<file path="src/rtl/alu_flag_commit_pkg.sv">
// -----------------------------------------------------------------------------
// alu_flag_commit_pkg
// Shared definitions for the EX->WB flag commit stage:
//   - datapath / flag-vector / CR geometry
//   - XER bit indices and ALU flag-vector (D) bit positions
//   - wb_slot_t: everything the WB slot carries for one instruction
// All vectors are big-endian: bit 0 is the most significant bit.
// -----------------------------------------------------------------------------
package alu_flag_commit_pkg;

  // Geometry
  localparam int ARCH_W = 32;  // datapath width
  localparam int D_W    = 8;   // ALU flag vector width
  localparam int CRF_N  = 8;   // number of CR fields
  localparam int CRF_W  = 4;   // bits per CR field {LT,GT,EQ,SO}
  localparam int RD_W   = 5;   // GPR index width
  localparam int CRFD_W = 3;   // CR field index width

  // XER bit indices
  localparam int XER_SO = 0;
  localparam int XER_OV = 1;
  localparam int XER_CA = 2;

  // ALU flag vector D = {CA, OV, LT0, GT0, EQ0, LTx, GTx, EQx}
  localparam int D_CA  = 0;
  localparam int D_OV  = 1;
  localparam int D_CR0 = 2;  // first of three CR0 condition bits
  localparam int D_CRX = 5;  // first of three compare condition bits
  localparam int CR3_W = 3;  // LT/GT/EQ part of a CR field

  // One instruction held in the WB slot
  typedef struct packed {
    logic              valid;
    logic [0:ARCH_W-1] c;
    logic [0:D_W-1]    d;
    logic [0:RD_W-1]   rd;
    logic              gpr_we;
    logic              ca_we;
    logic              ov_we;
    logic              cr0_we;
    logic              crx_we;
    logic [0:CRFD_W-1] crfd;
    logic              mtxer;
    logic              mtcrf;
    logic [0:CRF_N-1]  crm;
  } wb_slot_t;

  // True when a valid slot will change XER or CR on its commit edge.
  function automatic logic slot_writes_flags(wb_slot_t s);
    return s.valid & (s.ca_we | s.ov_we | s.cr0_we | s.crx_we | s.mtxer | s.mtcrf);
  endfunction

endpackage

</file>
<file path="src/rtl/alu_flag_commit_flag_merge.sv">
// -----------------------------------------------------------------------------
// alu_flag_commit_flag_merge
// Combinational merge of one WB slot into the architectural XER and CR.
// This is the single definition of merge priority, shared by the commit
// path and the ALU bypass path.
//
// Ports (big-endian vectors):
//   valid             in  slot holds a real instruction (else pass-through)
//   d[0:7]            in  ALU flag vector {CA,OV,CR0_3,CRX_3}
//   ca_we/ov_we       in  XER[CA] / XER[OV]+sticky SO update
//   cr0_we/crx_we     in  CR field 0 / CR field crfd update
//   crfd[0:2]         in  compare target field
//   mtxer/mtcrf       in  move-to XER / move-to CR fields selected by crm
//   crm[0:7]          in  mtcrf field mask, bit i selects field i
//   c[0:31]           in  mtxer/mtcrf source data
//   xer/cr[0:31]      in  current architectural values
//   xer_next/cr_next  out values after this slot commits
//
// Priority, lowest to highest:
//   XER: ca/ov flag writes, then mtxer replaces the whole register.
//   CR : cr0 write, then crx write (wins on field 0), then mtcrf on
//        masked fields.
//   The SO bit written into CR fields is the final post-commit XER[SO].
// -----------------------------------------------------------------------------
module alu_flag_commit_flag_merge
  import alu_flag_commit_pkg::*;
(
  input  logic              valid,
  input  logic [0:D_W-1]    d,
  input  logic              ca_we,
  input  logic              ov_we,
  input  logic              cr0_we,
  input  logic              crx_we,
  input  logic [0:CRFD_W-1] crfd,
  input  logic              mtxer,
  input  logic              mtcrf,
  input  logic [0:CRF_N-1]  crm,
  input  logic [0:ARCH_W-1] c,
  input  logic [0:ARCH_W-1] xer,
  input  logic [0:ARCH_W-1] cr,
  output logic [0:ARCH_W-1] xer_next,
  output logic [0:ARCH_W-1] cr_next
);

  logic so_new;

  always_comb begin
    // NOTE: every output gets a default before any conditional update, so no
    // path through the block leaves a value unassigned (no latch).
    xer_next = xer;
    cr_next  = cr;
    so_new   = xer[XER_SO];

    if (valid) begin
      // XER flag updates; SO is sticky and only set here.
      if (ca_we) begin
        xer_next[XER_CA] = d[D_CA];
      end
      if (ov_we) begin
        xer_next[XER_OV] = d[D_OV];
        xer_next[XER_SO] = xer[XER_SO] | d[D_OV];
      end
      // mtxer replaces the register outright, including clearing SO.
      if (mtxer) begin
        xer_next = c;
      end
      so_new = xer_next[XER_SO];

      if (cr0_we) begin
        cr_next[0 +: CRF_W] = {d[D_CR0 +: CR3_W], so_new};
      end
      // Applied after cr0 so a compare into field 0 wins.
      if (crx_we) begin
        cr_next[CRF_W*int'(crfd) +: CRF_W] = {d[D_CRX +: CR3_W], so_new};
      end
      // mtcrf has the last word on every field it selects.
      if (mtcrf) begin
        for (int n = 0; n < CRF_N; n++) begin
          if (crm[n]) begin
            cr_next[CRF_W*n +: CRF_W] = c[CRF_W*n +: CRF_W];
          end
        end
      end
    end
  end

endmodule

</file>
<file path="src/rtl/alu_flag_commit.sv">
// -----------------------------------------------------------------------------
// alu_flag_commit
// EX->WB stage directly downstream of the ALU. Registers the ALU result and
// flag vector, commits flags / mtxer / mtcrf data into the architectural XER
// and CR, drives GPR writeback, and feeds XER/CR back to the ALU.
//
// Configuration macro: ALU_FLAG_BYPASS_EN
//   defined   : XERrd/CRrd show the merged post-commit view of the WB slot;
//               flag_hazard is tied low.
//   undefined : XERrd/CRrd show the architectural registers; flag_hazard is
//               raised while the WB slot holds a pending XER/CR write.
//
// Ports (big-endian vectors):
//   clk, rst                    clock, synchronous active-high reset
//   ex_valid                    EX slot holds a real instruction
//   ex_C[0:31]                  ALU result; mtxer/mtcrf source data
//   ex_D[0:7]                   ALU flags {CA,OV,LT0,GT0,EQ0,LTx,GTx,EQx}
//   ex_rd[0:4], ex_gpr_we       GPR destination and write enable
//   ex_ca_we, ex_ov_we          XER flag update enables
//   ex_cr0_we, ex_crx_we        CR field 0 / compare field update enables
//   ex_crfd[0:2]                compare target field
//   ex_mtxer, ex_mtcrf          move-to XER / CR
//   ex_crm[0:7]                 mtcrf field mask
//   stall                       hold WB slot (beats flush)
//   flush                       kill the instruction in EX
//   wb_valid, wb_C, wb_rd       WB slot contents
//   wb_gpr_we                   GPR write strobe
//   XERrd, CRrd                 XER / CR view for the ALU and branch unit
//   flag_hazard                 EX must stall for a pending XER/CR write
// -----------------------------------------------------------------------------
module alu_flag_commit
  import alu_flag_commit_pkg::*;
(
  input  logic              clk,
  input  logic              rst,
  input  logic              ex_valid,
  input  logic [0:ARCH_W-1] ex_C,
  input  logic [0:D_W-1]    ex_D,
  input  logic [0:RD_W-1]   ex_rd,
  input  logic              ex_gpr_we,
  input  logic              ex_ca_we,
  input  logic              ex_ov_we,
  input  logic              ex_cr0_we,
  input  logic              ex_crx_we,
  input  logic [0:CRFD_W-1] ex_crfd,
  input  logic              ex_mtxer,
  input  logic              ex_mtcrf,
  input  logic [0:CRF_N-1]  ex_crm,
  input  logic              stall,
  input  logic              flush,
  output logic              wb_valid,
  output logic [0:ARCH_W-1] wb_C,
  output logic [0:RD_W-1]   wb_rd,
  output logic              wb_gpr_we,
  output logic [0:ARCH_W-1] XERrd,
  output logic [0:ARCH_W-1] CRrd,
  output logic              flag_hazard
);

  wb_slot_t          ex_slot;
  wb_slot_t          wb_q;
  logic [0:ARCH_W-1] xer_q;
  logic [0:ARCH_W-1] cr_q;
  logic [0:ARCH_W-1] xer_next;
  logic [0:ARCH_W-1] cr_next;

  assign ex_slot = '{
    valid:  ex_valid,
    c:      ex_C,
    d:      ex_D,
    rd:     ex_rd,
    gpr_we: ex_gpr_we,
    ca_we:  ex_ca_we,
    ov_we:  ex_ov_we,
    cr0_we: ex_cr0_we,
    crx_we: ex_crx_we,
    crfd:   ex_crfd,
    mtxer:  ex_mtxer,
    mtcrf:  ex_mtcrf,
    crm:    ex_crm
  };

  // Post-commit view of the current WB slot; a pass-through when the slot
  // is empty, so it can drive the arch registers unconditionally.
  alu_flag_commit_flag_merge u_flag_merge (
    .valid    (wb_q.valid),
    .d        (wb_q.d),
    .ca_we    (wb_q.ca_we),
    .ov_we    (wb_q.ov_we),
    .cr0_we   (wb_q.cr0_we),
    .crx_we   (wb_q.crx_we),
    .crfd     (wb_q.crfd),
    .mtxer    (wb_q.mtxer),
    .mtcrf    (wb_q.mtcrf),
    .crm      (wb_q.crm),
    .c        (wb_q.c),
    .xer      (xer_q),
    .cr       (cr_q),
    .xer_next (xer_next),
    .cr_next  (cr_next)
  );

  // NOTE: state registers use non-blocking assignments so every register
  // samples the pre-edge values of the others, independent of statement order.
  always_ff @(posedge clk) begin
    if (rst) begin
      // NOTE: the whole slot, data fields included, is reset because wb_C and
      // wb_rd are visible outputs with a defined reset value; a pure datapath
      // register that is never observed before being written need not be.
      wb_q  <= '0;
      xer_q <= '0;
      cr_q  <= '0;
    end else if (!stall) begin
      // The slot commits on the edge it leaves WB. A stalled slot stays put
      // and does not commit, so each instruction commits exactly once.
      xer_q <= xer_next;
      cr_q  <= cr_next;
      if (flush) begin
        wb_q.valid <= 1'b0;
      end else begin
        wb_q <= ex_slot;
      end
    end
  end

  assign wb_valid  = wb_q.valid;
  assign wb_C      = wb_q.c;
  assign wb_rd     = wb_q.rd;
  assign wb_gpr_we = wb_q.valid & wb_q.gpr_we;

`ifdef ALU_FLAG_BYPASS_EN
  // The ALU sees flags as if the WB slot had already committed, so a
  // dependent instruction can issue back-to-back.
  assign XERrd       = xer_next;
  assign CRrd        = cr_next;
  assign flag_hazard = 1'b0;
`else
  // The ALU sees only committed state; EX must wait one cycle behind a
  // slot that still has an XER/CR write outstanding.
  assign XERrd       = xer_q;
  assign CRrd        = cr_q;
  assign flag_hazard = slot_writes_flags(wb_q);
`endif

endmodule

</file>
<file path="config.mk">
export PLATFORM = sky130hd
export DESIGN_NAME = alu_flag_commit
export DESIGN_NICKNAME = d
export VERILOG_FILES = /design/src/rtl/alu_flag_commit_pkg.sv /design/src/rtl/alu_flag_commit_flag_merge.sv /design/src/rtl/alu_flag_commit.sv
export SDC_FILE = /design/constraint.sdc
export NUM_CORES = 1
export LEC_CHECK = 0
export ABC_AREA = 1
export BUFFER_PORTS_ARGS = -buffer_cell sky130_fd_sc_hd__buf_4
export CORE_ASPECT_RATIO = 1.2
export CORE_UTILIZATION = 51
export CTS_CLUSTER_DIAMETER = 50
export DETAILED_ROUTE_END_ITERATION = 6
export GPL_TIMING_DRIVEN = 0
export PLACE_DENSITY_LB_ADDON = 0.05
export RECOVER_POWER = 25
export SLEW_MARGIN = 20
export SYNTH_ARGS = -nofsm -noshare
export SYNTH_HDL_FRONTEND = slang
export SYNTH_SLANG_ARGS = --single-unit
export TNS_END_PERCENT = 1
</file>
<file path="constraint.sdc">
create_clock -name clk -period 1.6 [get_ports clk]
set_input_delay 0 -clock clk [delete_from_list [all_inputs] [get_ports clk]]
set_output_delay 0 -clock clk [all_outputs]
set_load 0.05 [all_outputs]
</file>
* Word-level counts from Yosys, hierarchy flattened
Index checks and enable logic that the tools add are counted. W data, S select, Z words.
Storage, ports and cells: bits in registers 128
Operators by class: $add $sub $neg 1, eq/ne operators 3, shifts and indexed selects 2, multiplexer cells 18, bitwise gates (word level) 11, reduce and logical (&&, ||, !) cells 5
Operators by type and width (number):
- $mux W32 | 4
- $mux W4 | 10
- $neg A32 Y33 | 1
- $shift A33 B33 Y32 const A | 1
- $shiftx A33 B33 Y32 | 1
- $bwmux W32 | 1
- $not A5 Y32 | 1
- $reduce_and A3 Y1 | 3
- $ne A3 B3 Y1 const B | 2
- $or A1 B1 Y1 | 6
- $reduce_and A2 Y1 | 2
- $and A1 B1 Y1 | 2
- $mux W1 | 2
- $mux W2 | 1
- $ne A2 B2 Y1 const B | 1
- $not A1 Y1 | 2

* Longest topological paths before layout
Gate-level depths: netlist of the first run.
word-level depth 10, depth in mapped cells 9

* Hierarchy
Synthesis of the first run repeated with hierarchy kept, for this count alone.
Unflattened totals: cell total of the unflattened synthesis 1045, area, all modules 6560.0 um2
By module, submodules not included:
- alu_flag_commit | instances 1, cells each 725, area each 5083.6 um2, sequential area each 2562.5 um2
- alu_flag_commit_flag_merge | instances 1, cells each 320, area each 1476.4 um2, sequential area each 0.0 um2

* Worst setup path after synthesis of the first run
Ideal clock, no wire load.
kind flip-flop to flip-flop, start register, netlist name wb_valid, end register xer_q (netlist bit XERrd[10]), data arrival time 1.446 ns, slack 0.022 ns, stages on the path, launching flop included 9, buffers on the path 3, clock period less this slack 1.578 ns, path through dfxtp_1 nand2_4 inv_2 buf_6 nand2_2 buf_6 buf_6 nand2_1 a21oi_1
On the way: longest elaborated chain between the ends 2
Ends and longest elaborated chain:
- $ne A2 B2 Y1 (no source line)
- $reduce_and A3 Y1 (no source line) *
- end signal: assignment | RTL line alu_flag_commit.sv:116 | xer_q <= xer_next;
- end: declaration | RTL line alu_flag_commit.sv:62 | logic [0:ARCH_W-1] xer_q;
Every way passes the cells marked *; elsewhere a longest branch is shown, timed or not. A chain may end at the register's enable or synchronous reset.

* Worst setup path in the final report of the first run
start register wb_q[9] in the netlist's numbering, end output port flag_hazard
On the way: longest elaborated chain between the ends 3
Ends and longest elaborated chain:
- start: declaration | RTL line alu_flag_commit.sv:61 | wb_slot_t wb_q;
- start signal: assignment | RTL line alu_flag_commit.sv:121 | wb_q <= ex_slot;
- $or A1 B1 Y1 (2 in series) | RTL line alu_flag_commit_pkg.sv:50 | return s.valid & (s.ca_we | s.ov_we | s.cr0_we | s.crx_we | s.mtxer | s.mtcrf);
- $and A1 B1 Y1 | RTL line alu_flag_commit_pkg.sv:50
- end: declaration | RTL line alu_flag_commit.sv:57 | output logic flag_hazard
Every way passes these cells.

==> results of run 1 <==
[registers in the layout, indices dropped and copies added (netlist names)]
register,cells
wb_rd,5
XERrd,32
wb_C,32
wb_q,26
CRrd,32
wb_valid,1
[through the flow]
stage	hold slack, ns	instances
floorplan	0.135	751
global placement	0.223	1048
detailed placement	0.228	1048
CTS	0.0561	1144
global route	0.0421	1148
finish	-0.00451	1148
[area by class of cell]
type,count,area share
timing repair buffer,239,0.242
clock inverter,6,0.00990
antenna,1,0.000309
buffer,76,0.0566
inverter,51,0.0241
multi-input combinational,496,0.270
sequential,128,0.317
clock buffer,25,0.0612
tap,126,0.0195
[path summary, 6_finish.rpt]
path / startpoint / end / depth (start not counted)
min: flush / wb_q[0] / 4
min reg2reg: XERrd[9] / XERrd[9] / 2
max: wb_q[9] / flag_hazard / 6
max reg2reg: wb_valid / XERrd[15] / 6
[placed cells by master (no fill, tap or decap), types with 4 or more instances in the layout]
cell type / netlist / layout
a21oi_1: 70 / 70
buf_2: 10 / 6
buf_4: 38 / 210
clkbuf_1: 22 / 34
clkbuf_16: 0 / 17
clkbuf_8: 0 / 4
clkinv_2: 0 / 4
dfxtp_1: 128 / 128
dlygate4sd3_1: 0 / 66
inv_1: 48 / 47
nand2_1: 116 / 115
nand3_1: 32 / 32
nor2_1: 149 / 147
o21ai_0: 116 / 115
[power breakdown]
group | internal, uW | switching, uW
combinational | 491 | 681
clock | 2440 | 1350
sequential | 3310 | 110
total | 6230 | 2140
[logic make-up (layout without fill, tap and decap cells)]
group | after synthesis | count (layout)
AOI/OAI and AO/OA | 192 | 192
buffers and inverters | 127 | 397
DFF | 128 | 128
other | 0 | 1
and+or+nand+nor | 304 | 304
[timing repair]
item	4_1_cts	5_1_grt
hold buffers	65	1
hold endpoints to repair	64	1
buffers inserted	0	2
resized for setup	1	5
setup endpoints to repair	1	8
[tightest hold or removal path: cells and delay by family]
| kind | cells | cell delay (ns) |
|---|---|---|
| AOI/OAI and AO/OA | 1 | 0.16 |
| and+or+nand+nor | 2 | 0.11 |
| buffers and inverters | 1 | 0.08 |
[layer usage]
| layer | share of wire | vias to the layer above | routed length, um |
|---|---|---|---|
| li1 | - | 2918 | - |
| met1 | 0.39 | 2801 | 7080 |
| met2 | 0.50 | 295 | 9090 |
| met3 | 0.068 | 60 | 1230 |
| met4 | 0.034 | 0 | 603 |
| met5 | 0 | - | 0 |
==> metrics, run 1 <==
status finished, violations left; failing checks hold timing; Most Crowded Layer GR met2; post-synth cell types 21; setup TNS 0 ns; first-pass GRT wire length 27.3 mm; htree depth 4; full die area 0.0110 sq mm; simple-gate portion of the synthesized area 0.222; clk sinks 128; vias in the first global route roughly 5,800; CP Max Fanout 7; Peak VDD IR 0.948 mV; CP required 1.60 ns; share of the synthesized area in the top cell type 0.473; Adder-Cell Fraction of Synth Area 0; syn_area_per_cell 7.21 sq um; measured slew at the worst slew-check pin 0.562 ns; flop-to-flop setup slack 0.10 ns; Yosys reg bits 128; Die W 96.1 um; area occupied by multi-input gates 0.00218 sq mm; ys flop type dfxtp_1; largest family of logic cells by synthesized area simple AND/OR/NAND/NOR gates; CP Buf/Inv Count 4; Via density 5.29; fin crit period 1.53 ns; DRT iter0 DRCs roughly 400; setup ws final 0.0739 ns; grt ovf 0; Syn Nets 819; CP max stage delay around 0.29 ns; clock latency on the worst-skew pair between 0.4 and 0.5 ns; Finish-stage setup viols 0; 1st-pass router iterations 5; Total Power 8380 uW; GPL Wtd Cong 0.867; Reg area 0.00256 sq mm; area share of xor/xnor cells in the synthesized design 0; Finished Cell Area between 0.008 and 0.009 sq mm; fmax 655 MHz; Synth Warn # 0; core footprint slightly above 0.01 sq mm; total wire length 18.0 mm; grt met2 use 0.586; ys async rst share 0; Synth area leader dfxtp_1; Hold WC Path Type in2reg; Max clock buf depth 2; boundary pin count 172; Arr. time, crit path 1.53 ns; Cell Pwr Density 1040 mW/mm^2; most frequent cell after synthesis nor2_1; Worst Hold Margin -0.00451 ns; Seq/Total Area, Yosys 0.473; compound-cell area share of the yosys netlist 0.180; antenna viol nets, final 0; die height between 100 and 150 um; Slew headroom 0.626; GRT met3 Usage 0.0681; DR WL/cell ~16 um; Final Core Density 0.796; largest net degree at the start of global routing 17; met1 Track Usage GR 0.372; Nets 1,077; synth cell count leaders nor2_1 (149), dfxtp_1 (128), nand2_1 (116), o21ai_0 (116), a21oi_1 (70); RSZ-0062 raised after global routing false; dpl ws 0.0733 ns; Top Family by Delay on Critical Path buffers and inverters; synthesized area approximately 0.0054 sq mm; count of pins over their slew limit 0; antenna violations before repair 1; Post-Synthesis Cells 751; Cell Area, Placed ~0.007 sq mm; EDFF count, synth 0; Max-Cap Viols 0; final hold viol count 1; synth top area cells dfxtp_1 (47%), o21ai_0 (11%), nor2_1 (10%), nand2_1 (8.0%), a21oi_1 (6.5%); floorplan row count 40; Remaining DRCs 0; clock skew 0.00867 ns; Area growth syn-to-layout 49.4%; Root Driver clkbuf_16; number of I/O port buffers approximately 170; slowest library cell on the worst path dfxtp_1; CP endpoint kind output pin; fillcell total 706; Total GRT Usage 0.330; CTS clock-pin slew for the worst setup and hold paths 0.06 ns; critical path, cell by cell buf_2, inv_2, nand3_1, o21ai_1, inv_1, buf_4; Leak 0.00386 uW; HPWL Detailed 11.8 mm; Initial Util 0.533; startpoint type of the worst setup path register; vias 6,074; crit share post-route 0.954; share of layout cells above drive strength 1 0.253; CTS tree yes; mux cell area share after synthesis 0; CTS Buf Count 17; critical path class reg2out
Power figures use the tool's default switching activity.
==> run 2: changes to the inputs <==
CORE_UTILIZATION = 53   (was 51)
CTS_BUF_LIST = sky130_fd_sc_hd__clkbuf_2 sky130_fd_sc_hd__clkbuf_4 sky130_fd_sc_hd__clkbuf_8   (was unset)
==> run 2 against run 1 <==
The flow finishes with violations (DRC). Via count shrank 0.15%. Critical path depth unchanged. Sequential power hardly changed. Design area decreased by 3.1%. Core utilization decreased by 0.90 points. Non-clock buffer count shrank 3. Global-route usage rose by 1.4 points. Clock skew about the same. Register-to-register slack better by 0.03 ns. Count of clock-buffer cells in the layout decreased by 1. First-iteration DRC count rose by 11%. Critical path type is now in2reg.
==> metrics, run 2 (synthesis gave the netlist of run 1 again) <==
Peak VDD IR 0.686 mV; Remaining DRCs 1; Logic pwr share 0.158; Total Power between 7000 and 8000 uW; count of pins over their slew limit 0; Sw Ratio 0.273; CP required 1.98 ns; measured slew at the worst slew-check pin 0.617 ns; critical path class in2reg; vias ~6,100; clock latency on the worst-skew pair 0.45 ns; boundary pin count between 150 and 200; antenna viol nets, final 0; Max-Cap Viols 0; HPWL Detailed 11.8 mm; failing checks DRC; most common cell after layout, fill and taps aside buf_4; htree depth 4; fin crit period 1.54 ns; Cell Area, Placed 0.00686 sq mm; dpl cells ~1,000; vias in the first global route 5,891; slowest library cell on the worst path dlygate4sd3_1; critical path, cell by cell clkbuf_1, nor2_1, clkbuf_1, nand2_1, a21oi_1, dlygate4sd3_1; CP Buf/Inv Count 3; Top cell by count, worst path clkbuf_1; Die W around 94 um; part of the power in registers 0.465; first-pass GRT wire length 27.9 mm; CP endpoint kind register; Finished Cell Area 0.00784 sq mm; 1st-pass router iterations 7; fmax around 650 MHz; RSZ-0062 raised after global routing false; clock skew 0.00894 ns; Top Family by Delay on Critical Path buffers and inverters; DRT iter0 DRCs ~460; CTS tree yes; status finished, violations left; DR WL/cell 15.6 um; GPL Wtd Cong 0.859; number of I/O port buffers 171; Slew headroom 0.591; Total GRT Usage 0.344; CTS clock-pin slew for the worst setup and hold paths 0.07 ns; total wire length 17.8 mm; antenna violations before repair 0; largest net degree at the start of global routing 17; Worst Hold Margin between 0.03 and 0.04 ns; final hold viol count 0; Nets approximately 1,100; Root Driver clkbuf_8; Max clock buf depth 2; Initial Util 0.544; grt ovf 0; floorplan row count 40; CP Max Fanout 10; post-route insts no fill 1,143; share of layout cells above drive strength 1 0.245; Cell Pwr Density 936 mW/mm^2; Antenna diodes 0; die height around 110 um; commonest non-fill, non-tap cells in the layout buf_4 (199), nor2_1 (149), dfxtp_1 (127); Leak 0.00373 uW; CTS Buf Count 17; Via density 5.31; internal cell power 5330 uW; Finish-stage setup viols 0; NetSw 2010 uW; full die area 0.0106 sq mm; Arr. time, crit path 1.92 ns; Clock Power Share 0.378; CP max stage delay 0.57 ns; crit share post-route 0.960; Area growth syn-to-layout 44.8%; setup TNS 0 ns; startpoint type of the worst setup path input port; Hold WC Path Type in2reg; setup bufs post-CTS 0; clk sinks 128; core footprint 0.00996 sq mm
[run 2: repair_timing]
item                       CTS  global route
setup endpoints to repair    1             2
pin swaps                    0             0
hold buffers                65             0
gates resized for setup      1             5
hold endpoints to repair    64             0
gates cloned                 0             0
[run 2: metrics by stage]
| stage | setup WS [ns] | utilization |
|---|---|---|
| finish | 0.0636 | 0.787 |
| global placement | 0.158 | 0.689 |
| detailed placement | 0.108 | 0.689 |
| CTS | 0.0500 | 0.793 |
| floorplan | 0.0219 | - |
| global route | 0.0238 | 0.787 |
[run 2: worst reg2reg max path, stage by stage (launching register included)]
cell     delay [ns]
dfxtp_1        0.30
buf_2          0.17
inv_4          0.10
nand2_1        0.06
nand2_1        0.07
nand2_1        0.06
inv_1          0.33
nor2_1         0.09
nor2_1         0.13
nor2_1         0.06
[run 2: final cells by class]
cell class	count	area (sq um)
sequential	128	2560
multi-input combinational	496	2180
fill	727	2120
timing repair buffer	236	1900
buffer	76	458
clock buffer	24	305
inverter	51	194
tap	126	158
clock inverter	6	82.6
[run 2: worst paths after layout]
path,startpoint,endpoint,slack [ns],depth (start not counted)
worst min register to register,XERrd[7],XERrd[7],0.46,2
worst max-delay path,stall,wb_valid,0.06,6
worst min-delay path,flush,wb_q[0],0.03,4
worst max register to register,wb_q[9],CRrd[23],0.13,9
[run 2: power groups by stage]
stage | logic [uW] | registers [uW] | clock network [uW]
6_report | 1160 | 3410 | 2770
2_1_floorplan | 633 | 3460 | 0
5_1_grt | 1240 | 3420 | 2910
4_1_cts | 1140 | 3400 | 2760
3_5_place_dp | 1010 | 3470 | 0
3_3_place_gp | 990 | 3470 | 0
[run 2: per-layer routing]
metal / GRT usage / vias to the layer above / wire length, um
li1: - / 2900 / -
met1: 0.394 / 2825 / 6930
met2: 0.604 / 289 / 8980
met3: 0.0793 / 51 / 1280
met4: 0.150 / 0 / 591
met5: 0 / - / 0
==> run 3: changes to the inputs <==
ABC_AREA = unset   (was 1)
==> run 3 against run 2 <==
The run ends with setup timing left. Area after synthesis decreased by 1.4%. Worst hold slack improved by 0.069 ns. Non-clock buffer count increased by 10. Clock power increased by 1%. Design area decreased by 1.1%. Wire length about the same. Sequential share of layout area increased by 0.48 points. Critical endpoint is now flag_hazard. Largest cell class unchanged.
==> metrics, run 3 <==
internal cell power 5300 uW; NetSw 1800 uW; ys async rst share 0; Cell Pwr Density 916 mW/mm^2; HPWL Detailed around 12 mm; Arr. time, crit path 1.74 ns; Remaining DRCs 0; Sw Ratio 0.254; Yosys reg bits 128; part of the power in registers 0.472; Syn Nets 758; core footprint 0.00966 sq mm; DR WL/cell 16.5 um; clock latency on the worst-skew pair between 0.4 and 0.5 ns; Setup crit start wb_q[14]; grt ovf 0; total wire length 17.8 mm; Die W 93.6 um; Nets 1,012; largest net degree at the start of global routing 20; CP Max Fanout 2; full die area 0.0105 sq mm; Peak VDD IR between 0.8 and 0.9 mV; Area growth syn-to-layout 45.2%; clock skew 0.00916 ns; most common cell after layout, fill and taps aside nand2_1; RSZ-0062 raised after global routing true; Initial Util 0.553; measured slew at the worst slew-check pin between 1 and 1.5 ns; status finished, violations left; Logic pwr share 0.133; crit share post-route 1.09; 1st-pass router iterations 6; Synth area leader dfxtp_1; number of I/O port buffers 170; Max clock buf depth 2; hold path startpoint flush; share of layout cells above drive strength 1 0.233; synth cell count leaders nand2_1 (220), dfxtp_1 (128), a21oi_1 (108); GPL Wtd Cong 0.858; fmax 575 MHz; Seq/Total Area, Yosys 0.480; failing checks setup timing; ys flop type dfxtp_1; startpoint type of the worst setup path register; antenna viol nets, final 0; synthesized area roughly 0.0053 sq mm; critical path class reg2out; Via density roughly 5.5; vias in the first global route a little under 6,000; Hold WC Path Type in2reg; floorplan row count 39; CTS tree yes; Leak 0.00299 uW; boundary pin count 172; fin crit period 1.74 ns; syn_area_per_cell 7.74 sq um; commonest non-fill, non-tap cells in the layout nand2_1 (220), buf_4 (166), dfxtp_1 (122); EDFF count, synth 0; CTS clock-pin slew for the worst setup and hold paths 0.07 ns; Antenna diodes 0; dpl cells just under 1,000; CP endpoint kind output pin; clk sinks 128; Root Driver clkbuf_8; CTS Buf Count 17; die height ~110 um; antenna violations before repair 0; CP required 1.60 ns; first-pass GRT wire length 28.2 mm; Slew headroom 0.323; htree depth 4; Post-Synthesis Cells 690; setup TNS -0.177 ns; most frequent cell after synthesis nand2_1; Synth Warn # 0; share of the synthesized area in the top cell type 0.480; count of pins over their slew limit 0; Max-Cap Viols 0; Final Core Density 0.803; Finish-stage setup viols 4; final hold viol count 0; vias 5,949; Total GRT Usage 0.350; Crit Reg-Reg Startpoint wb_valid; post-route insts no fill 1,076; post-synth cell types 34; fillcell total 699; setup ws final -0.138 ns; synth top area cells dfxtp_1 (48%), nand2_1 (15%), a21oi_1 (10%), buf_4 (5.3%), a311oi_1 (3.9%); Clock Power Share 0.395; DRT iter0 DRCs 480
[run 3: changes by cell type after synthesis, sizes merged, moves of 4 or more]
cell / before / now
buf: 54 / 47
clkbuf: 22 / 40
nor3b: 0 / 6
nand2: 118 / 220
inv: 51 / 4
o21ai: 116 / 10
nand2b: 0 / 11
and3: 0 / 7
a311oi: 0 / 24
nor2: 149 / 27
mux2i: 0 / 4
a21oi: 70 / 108
nand3: 32 / 25
[run 3: timing repair]
action / 4_1_cts / 5_1_grt
pin swaps: 3 / 1
setup endpoints to repair: 42 / 59
hold endpoints to repair: 64 / 0
hold buffers: 65 / 0
setup buffers: 5 / 0
gates resized for setup: 23 / 12
[run 3: final cells by class]
cell class	instances	area (sq um)	share of cell area
Buffer	82	493	0.0636
Clock buffer	21	277	0.0357
Clock inverter	7	113	0.0145
Inverter	4	15.0	0.00194
Multi-Input combinational cell	471	2340	0.301
Sequential cell	128	2570	0.332
Tap cell	123	154	0.0198
Timing Repair Buffer	240	1800	0.232
[run 3: kinds of logic (layout without fill, tap and decap cells)]
group                  count (synthesis)  after routing  synth area share
buffers and inverters                 91            354            0.0921
DFF                                  128            128             0.480
muxes                                  4              4           0.00750
and+or+nand+nor                      313            313             0.253
AOI/OAI and AO/OA                    154            154             0.168
[run 3: final timing paths]
kind              cells past startpoint  slack [ns]     endpoint
hold / removal                        4        0.10      wb_q[2]
hold reg to reg                       2        0.46    XERrd[16]
setup / recovery                      3       -0.14  flag_hazard
setup reg to reg                      5       -0.02     CRrd[31]
[run 3: power by group through the flow]
stage	combinational, uW	clock (uW)	sequential, uW
after global routing	1000	2950	3360
after CTS	922	2790	3340
after detailed placement	781	0	3410
after global placement	766	0	3410
after floorplan	465	0	3400
final	943	2810	3350
[run 3: metal layers]
layer,GRT usage,wire [um],vias up
li1,-,-,2794
met1,0.405,6850,2790
met2,0.593,8820,301
met3,0.0806,1310,64
met4,0.189,813,0
met5,0,0,-
[run 3: critical path, stage by stage (launching register included)]
cell and delay, ns:
dfxtp_4 0.34, or4_1 0.50, o31a_1 0.29, buf_6 0.16
[run 3: per-stage QoR]
stage          hold WS (ns)  power (uW)  area [sq um]  worst slack, ns
6_report              0.103        7100          7750           -0.138
5_1_grt              0.0957        7310          7750           -0.168
4_1_cts              0.0484        7060          7900           -0.169
3_5_place_dp          0.252        4190          6770           -0.338
3_3_place_gp          0.246        4180          6770           -0.299
2_1_floorplan         0.136        3870          5340         0.000663
